==> config.mk <==
export PLATFORM = sky130hd
export DESIGN_NAME = mpu_bus_sync
export DESIGN_NICKNAME = d
export VERILOG_FILES = /design/src/rtl/mpu_bus_sync.sv
export SDC_FILE = /design/constraint.sdc
export NUM_CORES = 1
export LEC_CHECK = 0
export ABC_AREA = 0
export CAP_MARGIN = 20
export CORE_UTILIZATION = 37
export CTS_CLUSTER_SIZE = 28
export DETAILED_ROUTE_END_ITERATION = 10
export PLACE_DENSITY = 0.86
export SYNTH_ARGS = -nofsm -noshare
export SYNTH_HDL_FRONTEND = slang
export SYNTH_SLANG_ARGS = --single-unit
export TNS_END_PERCENT = 10
==> constraint.sdc <==
create_clock -name clk -period 2 [get_ports clk]
set_input_delay 0.4 -clock clk [delete_from_list [all_inputs] [get_ports clk]]
set_output_delay 0.4 -clock clk [all_outputs]
set_load 0.01 [all_outputs]
==> src/rtl/mpu_bus_sync.sv <==
// MPU strobe synchroniser and single-transaction request/acknowledge bridge onto the core bus.
// Each qualified MPU access yields exactly one bus_req, terminated by bus_ack or a timeout.
module mpu_bus_sync #(
   parameter int ADDR_WIDTH  = 16,
   parameter int DATA_WIDTH  = 16,
   parameter int SYNC_STAGES = 2,
   parameter int TIMEOUT     = 15
) (
   input  logic                  clk,
   input  logic                  reset,
   input  logic                  _mpu_rd,
   input  logic                  _mpu_wr,
   input  logic                  _mpu_en,
   input  logic [1:0]            _mpu_be,
   input  logic [ADDR_WIDTH-1:0] mpu_addr_in,
   input  logic [DATA_WIDTH-1:0] mpu_data_in,
   output logic [DATA_WIDTH-1:0] mpu_data_out,
   output logic                  bus_req,
   output logic                  bus_wr,
   output logic [1:0]            bus_be,
   output logic [ADDR_WIDTH-1:0] bus_addr,
   output logic [DATA_WIDTH-1:0] bus_wdata,
   input  logic                  bus_ack,
   input  logic [DATA_WIDTH-1:0] bus_rdata,
   output logic                  timeout_err
);

   localparam int CW = (TIMEOUT < 2) ? 1 : $clog2(TIMEOUT);
   localparam logic [CW-1:0] LAST_CNT = CW'(TIMEOUT - 1);

   typedef enum logic [1:0] {
      IDLE = 2'd0,
      REQ  = 2'd1,
      HOLD = 2'd2
   } state_t;

   state_t                 state;
   logic [CW-1:0]          cnt;
   logic [SYNC_STAGES-1:0] rd_sync;
   logic [SYNC_STAGES-1:0] wr_sync;
   logic [SYNC_STAGES-1:0] en_sync;
   logic                   rd_s;
   logic                   wr_s;
   logic                   en_s;
   logic                   start;
   logic                   busy;

   // NOTE: synchroniser flops reset to the inactive (high) strobe level, so leaving reset with a strobe held low is seen as a fresh assertion.
   always_ff @(posedge clk or posedge reset) begin
      if (reset) begin
         rd_sync <= '1;
         wr_sync <= '1;
         en_sync <= '1;
      end else begin
         rd_sync <= {rd_sync[SYNC_STAGES-2:0], _mpu_rd};
         wr_sync <= {wr_sync[SYNC_STAGES-2:0], _mpu_wr};
         en_sync <= {en_sync[SYNC_STAGES-2:0], _mpu_en};
      end
   end

   assign rd_s  = ~rd_sync[SYNC_STAGES-1];
   assign wr_s  = ~wr_sync[SYNC_STAGES-1];
   assign en_s  = ~en_sync[SYNC_STAGES-1];
   assign start = en_s & (rd_s ^ wr_s);
   assign busy  = en_s & (rd_s | wr_s);

   // Address, data and byte enables are only sampled once the synced strobe qualifies, by which time they are stable.
   // NOTE: all state below uses non-blocking assignments so every flop sees the pre-edge values of the others.
   always_ff @(posedge clk or posedge reset) begin
      if (reset) begin
         state        <= IDLE;
         cnt          <= '0;
         bus_req      <= 1'b0;
         bus_wr       <= 1'b0;
         bus_be       <= 2'b00;
         bus_addr     <= '0;
         bus_wdata    <= '0;
         mpu_data_out <= '0;
         timeout_err  <= 1'b0;
      end else begin
         timeout_err <= 1'b0;
         case (state)
            IDLE: begin
               if (start) begin
                  state     <= REQ;
                  bus_req   <= 1'b1;
                  bus_wr    <= wr_s;
                  bus_be    <= ~_mpu_be;
                  bus_addr  <= mpu_addr_in;
                  bus_wdata <= mpu_data_in;
                  cnt       <= '0;
               end
            end
            REQ: begin
               // An ack arriving on the final allowed cycle takes priority over the timeout.
               if (bus_ack) begin
                  state   <= HOLD;
                  bus_req <= 1'b0;
                  if (!bus_wr) mpu_data_out <= bus_rdata;
               end else if (cnt == LAST_CNT) begin
                  state       <= HOLD;
                  bus_req     <= 1'b0;
                  timeout_err <= 1'b1;
                  if (!bus_wr) mpu_data_out <= '1;
               end else begin
                  cnt <= cnt + 1'b1;
               end
            end
            HOLD: begin
               if (!busy) state <= IDLE;
            end
            default: begin
               state   <= IDLE;
               bus_req <= 1'b0;
            end
         endcase
      end
   end

endmodule

==> impl_metrics.yaml, run 1 <==
critical_path:
  cp.arrival_ps: 2110
  setup.worst_path.start_class: "flip-flop"
  endpoint_kind: "flip-flop"
  worstSetupPathType: "reg -> reg"
  critPathRequiredTime_ps: 2260
  crit_fanout: 16
logic_synthesis:
  synthSimpleGateAreaFrac_pct: 20.5
  muxShareOfSynthArea_pct: 0.458
  yosys_warnings: 0
  avgSynthCellArea_um2: 10.8
  synth_compound_area_share_pct: 8.50
  synth_top_family_by_area: "simple AND/OR/NAND/NOR gates"
  yosysTopAreaCellShare_pct: 60.1
  synthXorXnorAreaFrac_pct: 0
  synthCells: 227
  synthAdderAreaFrac_pct: 1.53
  synth.net_count: 286
  synth_area_leaders: "dfrtp_1, nand2_1, dfstp_2, o22a_1, ha_1"
  yosysTopAreaCell: "dfrtp_1"
  synth_cell_type_count: 28
  synth-seq-cells: 65
  ys_seq_area_share_pct: 66.5
  syn_area_um2: 2460
hold_path:
  min_path_type: "reg -> reg"
clock_tree:
  path_clk_slew_ps: 70
  worstSkewPairLatency_ps: 330
  cts_tree: "built"
  cts_hold_buf: 0
  htreeDepth: 3
  clockBufferDepth: 2
  cts_setup_buffers: 0
  post_cts_resized: 0
  cts-root-buf: "clkbuf_8"
  cts.sinks: 65
  numCtsBuffers: 9
pwr:
  power.total_uw: 5430
  powerDensity_nw_per_um2: 1390
  p_leak_uw: 0.00176
  ir_drop_mv: 0.796
place:
  place_inst: 406
  dp_hpwl_mm: 3.92
  portBuffers: 108
  gp_congestion: 0.741
cells_and_area:
  fin_util_pct: 61.1
  n_antenna_cell: 0
  areaGrowthSynthToFinish_pct: 58.7
  nFillCells: 531
  final_cells: 422
  drive_gt1_share_pct: 8.99
  num-nets-final: 399
timing:
  fin_tns_setup_ps: 0
  hold_viol_final: 0
  fin_crit_sh_pct: 92.4
  rsz0062_at_grt: "false"
  finalCriticalPeriod_ps: 1850
  finalSetupViolations: 0
  skew_ps: 8.26
  worstMarginPinSlew_ps: 938
  maxSlewHeadroom_pct: 37.1
  fmax_mhz: 541
  whs_ps: 356
  drv_slew: 0
die:
  die_h_um: 83.5
  die_width_um: 83.5
  die-area_um2: 6970
  initial_core_util_pct: 38.5
  row_count: 29
  core_um2: 6390
  io_pins: 109
drt:
  wl_per_cell_um: 13.7
  via_per_inst: 4.73
  drt_iter0_markers: 96
  totalWireLength_mm: 5.76
  ant_nets: 0
  vias: 1997
  dr.pass1.iters: 4
  drc: 0
global_routing:
  overflow: 0
  grt_max_degree: 66
  grt_first_pass_wirelength_mm: 9.75
  track_usage_pct: 17.9
  antenna_found_initial: 0
  grt_pass1_vias: 2074
run:
  max-cap-violations: 0
run_status:
  status: "completed"
[path summary, 6_finish.rpt]
kind / depth (start not counted) / slack, ps / from / to
worst max-delay path: 5 / 150 / cnt[0]$_DFFE_PP0P_ / mpu_data_out[1]$_DFFE_PP0P_
worst min-delay path: 0 / 360 / en_sync[0]$_DFF_PP1_ / en_sync[1]$_DFF_PP1_
worst max register to register: 5 / 150 / cnt[0]$_DFFE_PP0P_ / mpu_data_out[1]$_DFFE_PP0P_
worst min register to register: 0 / 360 / en_sync[0]$_DFF_PP1_ / en_sync[1]$_DFF_PP1_
max in group asynchronous: 3 / 1170 / reset / en_sync[0]$_DFF_PP1_
min in group asynchronous: 3 / 510 / reset / bus_addr[4]$_DFFE_PP0P_
[cell usage after synthesis]
master / instances
mux2_1: 1
or4b_1: 1
nand3_1: 4
o21ai_0: 6
nand3b_1: 1
nor3_2: 1
o211ai_1: 1
o22a_1: 16
inv_1: 3
buf_2: 5
dfstp_2: 6
or3b_1: 1
nor3b_2: 1
nand2b_4: 1
buf_6: 1
nor2_1: 2
nand4_1: 1
ha_1: 3
a31oi_1: 1
nor4b_2: 1
nor3b_1: 1
a21o_1: 1
a21oi_1: 2
dfrtp_1: 59
o21a_1: 1
clkbuf_1: 4
nand2_1: 100
nor3_1: 2
[through the flow]
step / instance area, um2 / worst slack [ps]
floorplan: 2460 / 375
global placement: 3640 / -15.2
detailed placement: 3640 / -150
CTS: 3900 / 124
global route: 3900 / 2.81
finish: 3900 / 151
[registers in the layout (all words and copies together), names as in the netlist]
register,flops
bus_be,2
bus_req,1
state,2
cnt,4
bus_addr,16
mpu_data_out,16
timeout_err,1
en_sync,2
rd_sync,2
wr_sync,2
bus_wr,1
bus_wdata,16
[per-layer routing]
| layer | wire [um] | part of all wire [%] | up-vias | track usage [%] |
|---|---|---|---|---|
| li1 | - | - | 973 | - |
| met1 | 2590 | 45 | 928 | 22.8 |
| met2 | 2590 | 45 | 88 | 27.6 |
| met3 | 487 | 8.5 | 8 | 6.23 |
| met4 | 97 | 1.7 | 0 | 7.86 |
| met5 | 0 | 0 | - | 0 |
[kinds of logic (layout without fill, tap and decap cells)]
family	count (synthesis)	after routing
and+or+nand+nor	117	117
buffers and inverters	13	131
AOI/OAI and AO/OA	28	28
adders and majority gates	3	3
muxes	1	1
DFF	65	65
[cells in the final DEF, fill, tap and decap left out, types with 3 or more instances in the layout]
master,instances
dfrtp_1,59
clkbuf_8,12
ha_1,3
dfstp_2,6
nand3_1,4
o21ai_0,6
bufinv_16,3
clkdlybuf4s50_1,108
nand2_1,100
o22a_1,16
buf_4,3
[report_power, final]
part           switching, uW  leakage [uW]  total, uW  internal [uW]
clock network            481      0.000129       1410            930
logic                    766      0.000851       1900           1130
registers                312      0.000779       2120           1810
[layout make-up]
class                   instances  area (um2)  share of cell area [%]
clock buffers                  12         165                    4.23
clock inverters                 4        97.6                    2.50
inverters                       3        15.0                   0.385
multi-input cells             149         771                    19.7
flip-flops and latches         65        1630                    41.9
well taps                      77        96.3                    2.47
repair buffers                112        1120                    28.8
[critical path: stages, from the launching register on]
cell and delay [ps]:
dfrtp_1 390, inv_1 90, ha_1 180, a31oi_1 120, nor3_2 720, o22a_1 280
Power figures use the tool's default switching activity.
==> run 2: changes to the inputs <==
--- a/config.mk
+++ b/config.mk
@@ -11,6 +11,7 @@
 export CTS_CLUSTER_SIZE = 28
 export DETAILED_ROUTE_END_ITERATION = 10
 export PLACE_DENSITY = 0.86
+export SLEW_MARGIN = 40
 export SYNTH_ARGS = -nofsm -noshare
 export SYNTH_HDL_FRONTEND = slang
 export SYNTH_SLANG_ARGS = --single-unit
==> impl_metrics.yaml, run 2 (synthesis gave the netlist of run 1 again) <==
run_status:
  status: "completed"
cells_and_area:
  final_cells: 422
  multi_input_area_um2: 777
  nFillCells: 530
  final_cell_mix: "clkdlybuf4s50_1, nand2_1, dfrtp_1"
  n_antenna_cell: 0
  final_common_cell: "clkdlybuf4s50_1"
  fin_util_pct: 61.2
  areaGrowthSynthToFinish_pct: 59.0
  num-nets-final: 399
  seqCellArea_um2: 1630
  top_regs: "bus_addr: 16 flops, bus_wdata: 16 flops, mpu_data_out: 16 flops"
  drive_gt1_share_pct: 8.99
pwr:
  switching_share_pct: 28.8
  p_leak_uw: 0.00176
  powerDensity_nw_per_um2: 1390
  clockPowerShare_pct: 25.9
  seq_power_share_pct: 39.1
  combPwrFrac_pct: 35.0
  internal_power_uw: 3870
  ir_drop_mv: 0.797
  p_sw_uw: 1560
critical_path:
  worstSetupPathType: "reg -> out"
  endpoint_kind: "output pin"
  crit_fanout: 4
  cp_top_family: "buffers and inverters"
  setup.worst_path.start_class: "flip-flop"
  critPathRequiredTime_ps: 1600
  cp_slowest_stage_delay_ps: 590
  crit_buf_inv: 1
  path_cells: "clkdlybuf4s50_1"
  cp.arrival_ps: 1340
  slowest_stage: "clkdlybuf4s50_1"
run:
  max-cap-violations: 0
drt:
  drc: 0
  wl_per_cell_um: 13.7
  totalWireLength_mm: 5.78
  vias: 2007
  drt_iter0_markers: 92
  via_per_inst: 4.76
  dr.pass1.iters: 4
  ant_nets: 0
timing:
  rsz0062_at_grt: "false"
  worstMarginPinSlew_ps: 592
  hold_viol_final: 0
  drv_slew: 0
  fin_ws_ps: 258
  whs_ps: 356
  fin_crit_sh_pct: 87.1
  fin_tns_setup_ps: 0
  skew_ps: 8.03
  fmax_mhz: 574
  maxSlewHeadroom_pct: 60.4
  finalSetupViolations: 0
  finalCriticalPeriod_ps: 1740
global_routing:
  grt_max_degree: 66
  overflow: 0
  grt_pass1_vias: 2074
  antenna_found_initial: 0
  grt_first_pass_wirelength_mm: 9.75
  track_usage_pct: 17.9
die:
  die_h_um: 83.5
  initial_core_util_pct: 38.5
  io_pins: 109
  die-area_um2: 6970
  die_width_um: 83.5
  row_count: 29
  core_um2: 6390
place:
  gp_congestion: 0.741
  dp_hpwl_mm: 3.92
  portBuffers: 108
  dp_slack_ps: -150
  place_inst: 406
clock_tree:
  cts_hold_buf: 0
  cts_tree: "built"
  path_clk_slew_ps: 70
  cts_setup_buffers: 0
  cts.sinks: 65
  worstSkewPairLatency_ps: 330
  cts-root-buf: "clkbuf_8"
  post_cts_resized: 0
  htreeDepth: 3
  numCtsBuffers: 9
  clockBufferDepth: 2
hold_path:
  min_path_type: "reg -> reg"
run 2: layout make-up:
cell class / count / share of cell area, %
clock inverters: 4 / 2.50
repair buffers: 112 / 28.7
clock buffers: 12 / 4.23
well taps: 77 / 2.46
inverters: 3 / 0.384
flip-flops and latches: 65 / 41.8
multi-input cells: 149 / 19.9
run 2: stage by stage:
step	power [uW]	instance area (um2)
after floorplan	2850	2460
after global placement	3970	3640
after detailed placement	4060	3640
after CTS	5490	3900
after global routing	5770	3910
final	5440	3910
run 2: power groups by stage:
stage               Combinational (uW)  Clock [uW]  Sequential [uW]
finish                            1900        1410             2130
global route                      2070        1510             2190
CTS                               1920        1440             2130
detailed placement                1920           0             2140
global placement                  1860           0             2110
floorplan                          529           0             2320
run 2: path summary, 6_finish.rpt:
path                                      start                          end  slack (ps)  cells past startpoint
setup / recovery             bus_wr$_DFFE_PP0P_                       bus_wr         260                      1
hold / removal             en_sync[0]$_DFF_PP1_         en_sync[1]$_DFF_PP1_         360                      0
setup reg to reg           state[1]$_DFFE_PP0P_  mpu_data_out[1]$_DFFE_PP0P_         270                      3
hold reg to reg            en_sync[0]$_DFF_PP1_         en_sync[1]$_DFF_PP1_         360                      0
max in group asynchronous                 reset         en_sync[0]$_DFF_PP1_        1160                      3
min in group asynchronous                 reset      bus_addr[4]$_DFFE_PP0P_         520                      3
run 2: routing by layer:
metal  share of wire (%)  global-route usage (%)  up-vias  wire [um]
met5                   0                       0        -          0
met4                 1.3                    7.86        0         77
met3                 8.2                    6.23        7        475
met2                  45                    27.6       85       2620
met1                  45                    22.8      941       2610
li1                    -                       -      974          -
==> run 3: changes to the inputs <==
--- a/config.mk
+++ b/config.mk
@@ -7,10 +7,10 @@
 export LEC_CHECK = 0
 export ABC_AREA = 0
 export CAP_MARGIN = 20
-export CORE_UTILIZATION = 37
+export CORE_UTILIZATION = 41
 export CTS_CLUSTER_SIZE = 28
 export DETAILED_ROUTE_END_ITERATION = 10
-export PLACE_DENSITY = 0.86
+export PLACE_DENSITY = 0.9
 export SLEW_MARGIN = 40
 export SYNTH_ARGS = -nofsm -noshare
 export SYNTH_HDL_FRONTEND = slang
==> constraint.sdc (replaced) <==
create_clock -name clk -period 1.9 [get_ports clk]
set_input_delay 0.38 -clock clk [delete_from_list [all_inputs] [get_ports clk]]
set_output_delay 0.38 -clock clk [all_outputs]
set_load 0.01 [all_outputs]
==> impl_metrics.yaml, run 3 (synthesis gave the netlist of run 1 again) <==
run:
  max-cap-violations: 0
drt:
  dr.pass1.iters: 4
  drc: 0
  drt_iter0_markers: 107
  wl_per_cell_um: 14.3
  totalWireLength_mm: 5.97
  via_per_inst: 4.93
  ant_nets: 0
  vias: 2064
die:
  io_pins: 109
  die_width_um: 79.4
  row_count: 27
  die-area_um2: 6310
  core_um2: 5640
  initial_core_util_pct: 43.6
  die_h_um: 79.4
critical_path:
  critPathRequiredTime_ps: 1520
  setup.worst_path.start_class: "flip-flop"
  crit_fanout: 4
  crit_buf_inv: 1
  endpoint_kind: "output pin"
  slowest_stage: "clkdlybuf4s50_1"
  cp_top_family: "buffers and inverters"
  cp.arrival_ps: 1350
  cp_slowest_stage_delay_ps: 590
  worstSetupPathType: "reg -> out"
  path_cells: "clkdlybuf4s50_1"
global_routing:
  overflow: 0
  track_usage_pct: 20.6
  antenna_found_initial: 0
  grt_max_degree: 66
  grt_first_pass_wirelength_mm: 9.60
  grt_pass1_vias: 2031
clock_tree:
  cts.sinks: 65
  post_cts_resized: 0
  clockBufferDepth: 2
  path_clk_slew_ps: 70
  numCtsBuffers: 9
  worstSkewPairLatency_ps: 330
  cts_setup_buffers: 0
  cts-root-buf: "clkbuf_8"
  cts_hold_buf: 0
  htreeDepth: 3
  cts_tree: "built"
cells_and_area:
  nFillCells: 430
  drive_gt1_share_pct: 9.51
  num-nets-final: 401
  final_cell_mix: "clkdlybuf4s50_1, nand2_1, dfrtp_1"
  fin_util_pct: 68.7
  final_area_um2: 3870
  final_common_cell: "clkdlybuf4s50_1"
  areaGrowthSynthToFinish_pct: 57.6
  top_regs: "bus_addr: 16 flops, bus_wdata: 16 flops, mpu_data_out: 16 flops"
  n_antenna_cell: 0
timing:
  fin_tns_setup_ps: 0
  maxSlewHeadroom_pct: 58.9
  skew_ps: 7.10
  fin_crit_sh_pct: 91.0
  rsz0062_at_grt: "false"
  drv_slew: 0
  finalSetupViolations: 0
  worstMarginPinSlew_ps: 614
  fmax_mhz: 578
  hold_viol_final: 0
  finalCriticalPeriod_ps: 1730
  fin_ws_ps: 171
place:
  dp_slack_ps: -172
  placed_area_um2: 3650
  gp_congestion: 0.733
  portBuffers: 108
  dp_hpwl_mm: 4.08
hold_path:
  min_path_type: "reg -> reg"
pwr:
  power.total_uw: 5520
  ir_drop_mv: 0.743
  p_leak_uw: 0.00175
  powerDensity_nw_per_um2: 1430
run_status:
  status: "completed"
run 3: cell types whose count changed in the layout (fill, tap and decap cells not counted), sizes merged:
cell and change:
clkinv +4, buf +2, bufinv -1, clkbuf -3
run 3: worst paths after layout:
| path | to | from | depth (start not counted) | slack [ps] |
|---|---|---|---|---|
| hold reg to reg | rd_sync[1]$_DFF_PP1_ | rd_sync[0]$_DFF_PP1_ | 0 | 360 |
| setup / recovery | bus_wr | bus_wr$_DFFE_PP0P_ | 1 | 170 |
| max in group asynchronous | en_sync[1]$_DFF_PP1_ | reset | 3 | 1090 |
| min in group asynchronous | mpu_data_out[7]$_DFFE_PP0P_ | reset | 3 | 500 |
| hold / removal | rd_sync[1]$_DFF_PP1_ | rd_sync[0]$_DFF_PP1_ | 0 | 360 |
| setup reg to reg | mpu_data_out[13]$_DFFE_PP0P_ | state[1]$_DFFE_PP0P_ | 3 | 180 |
run 3: metal layers:
layer  vias up  global-route usage, %  routed length, um
li1        981                      -                  -
met1       974                   25.7               2540
met2        99                   32.6               2830
met3        10                   6.17                499
met4         0                   9.64                106
met5         -                      0                  0
run 3: report_power, final:
part	switching, uW	internal, uW	total [uW]
sequential	332	1910	2240
clock	527	738	1260
combinational	820	1200	2020
total	1680	3840	5520
run 3: layout make-up:
class                      instances  area, um2  share of cell area, %
timing repair buffer             114       1140                   29.4
tap                               72       90.1                   2.33
multi-input combinational        149        777                   20.1
clock buffer                       9        124                   3.20
sequential                        65       1630                   42.2
clock inverter                     7       95.1                   2.45
inverter                           3       15.0                  0.388
run 3: through the flow:
step	cells	hold WS (ps)
after detailed placement	403	348
after global routing	419	361
final	419	357
after floorplan	227	345
after CTS	419	359
after global placement	403	347
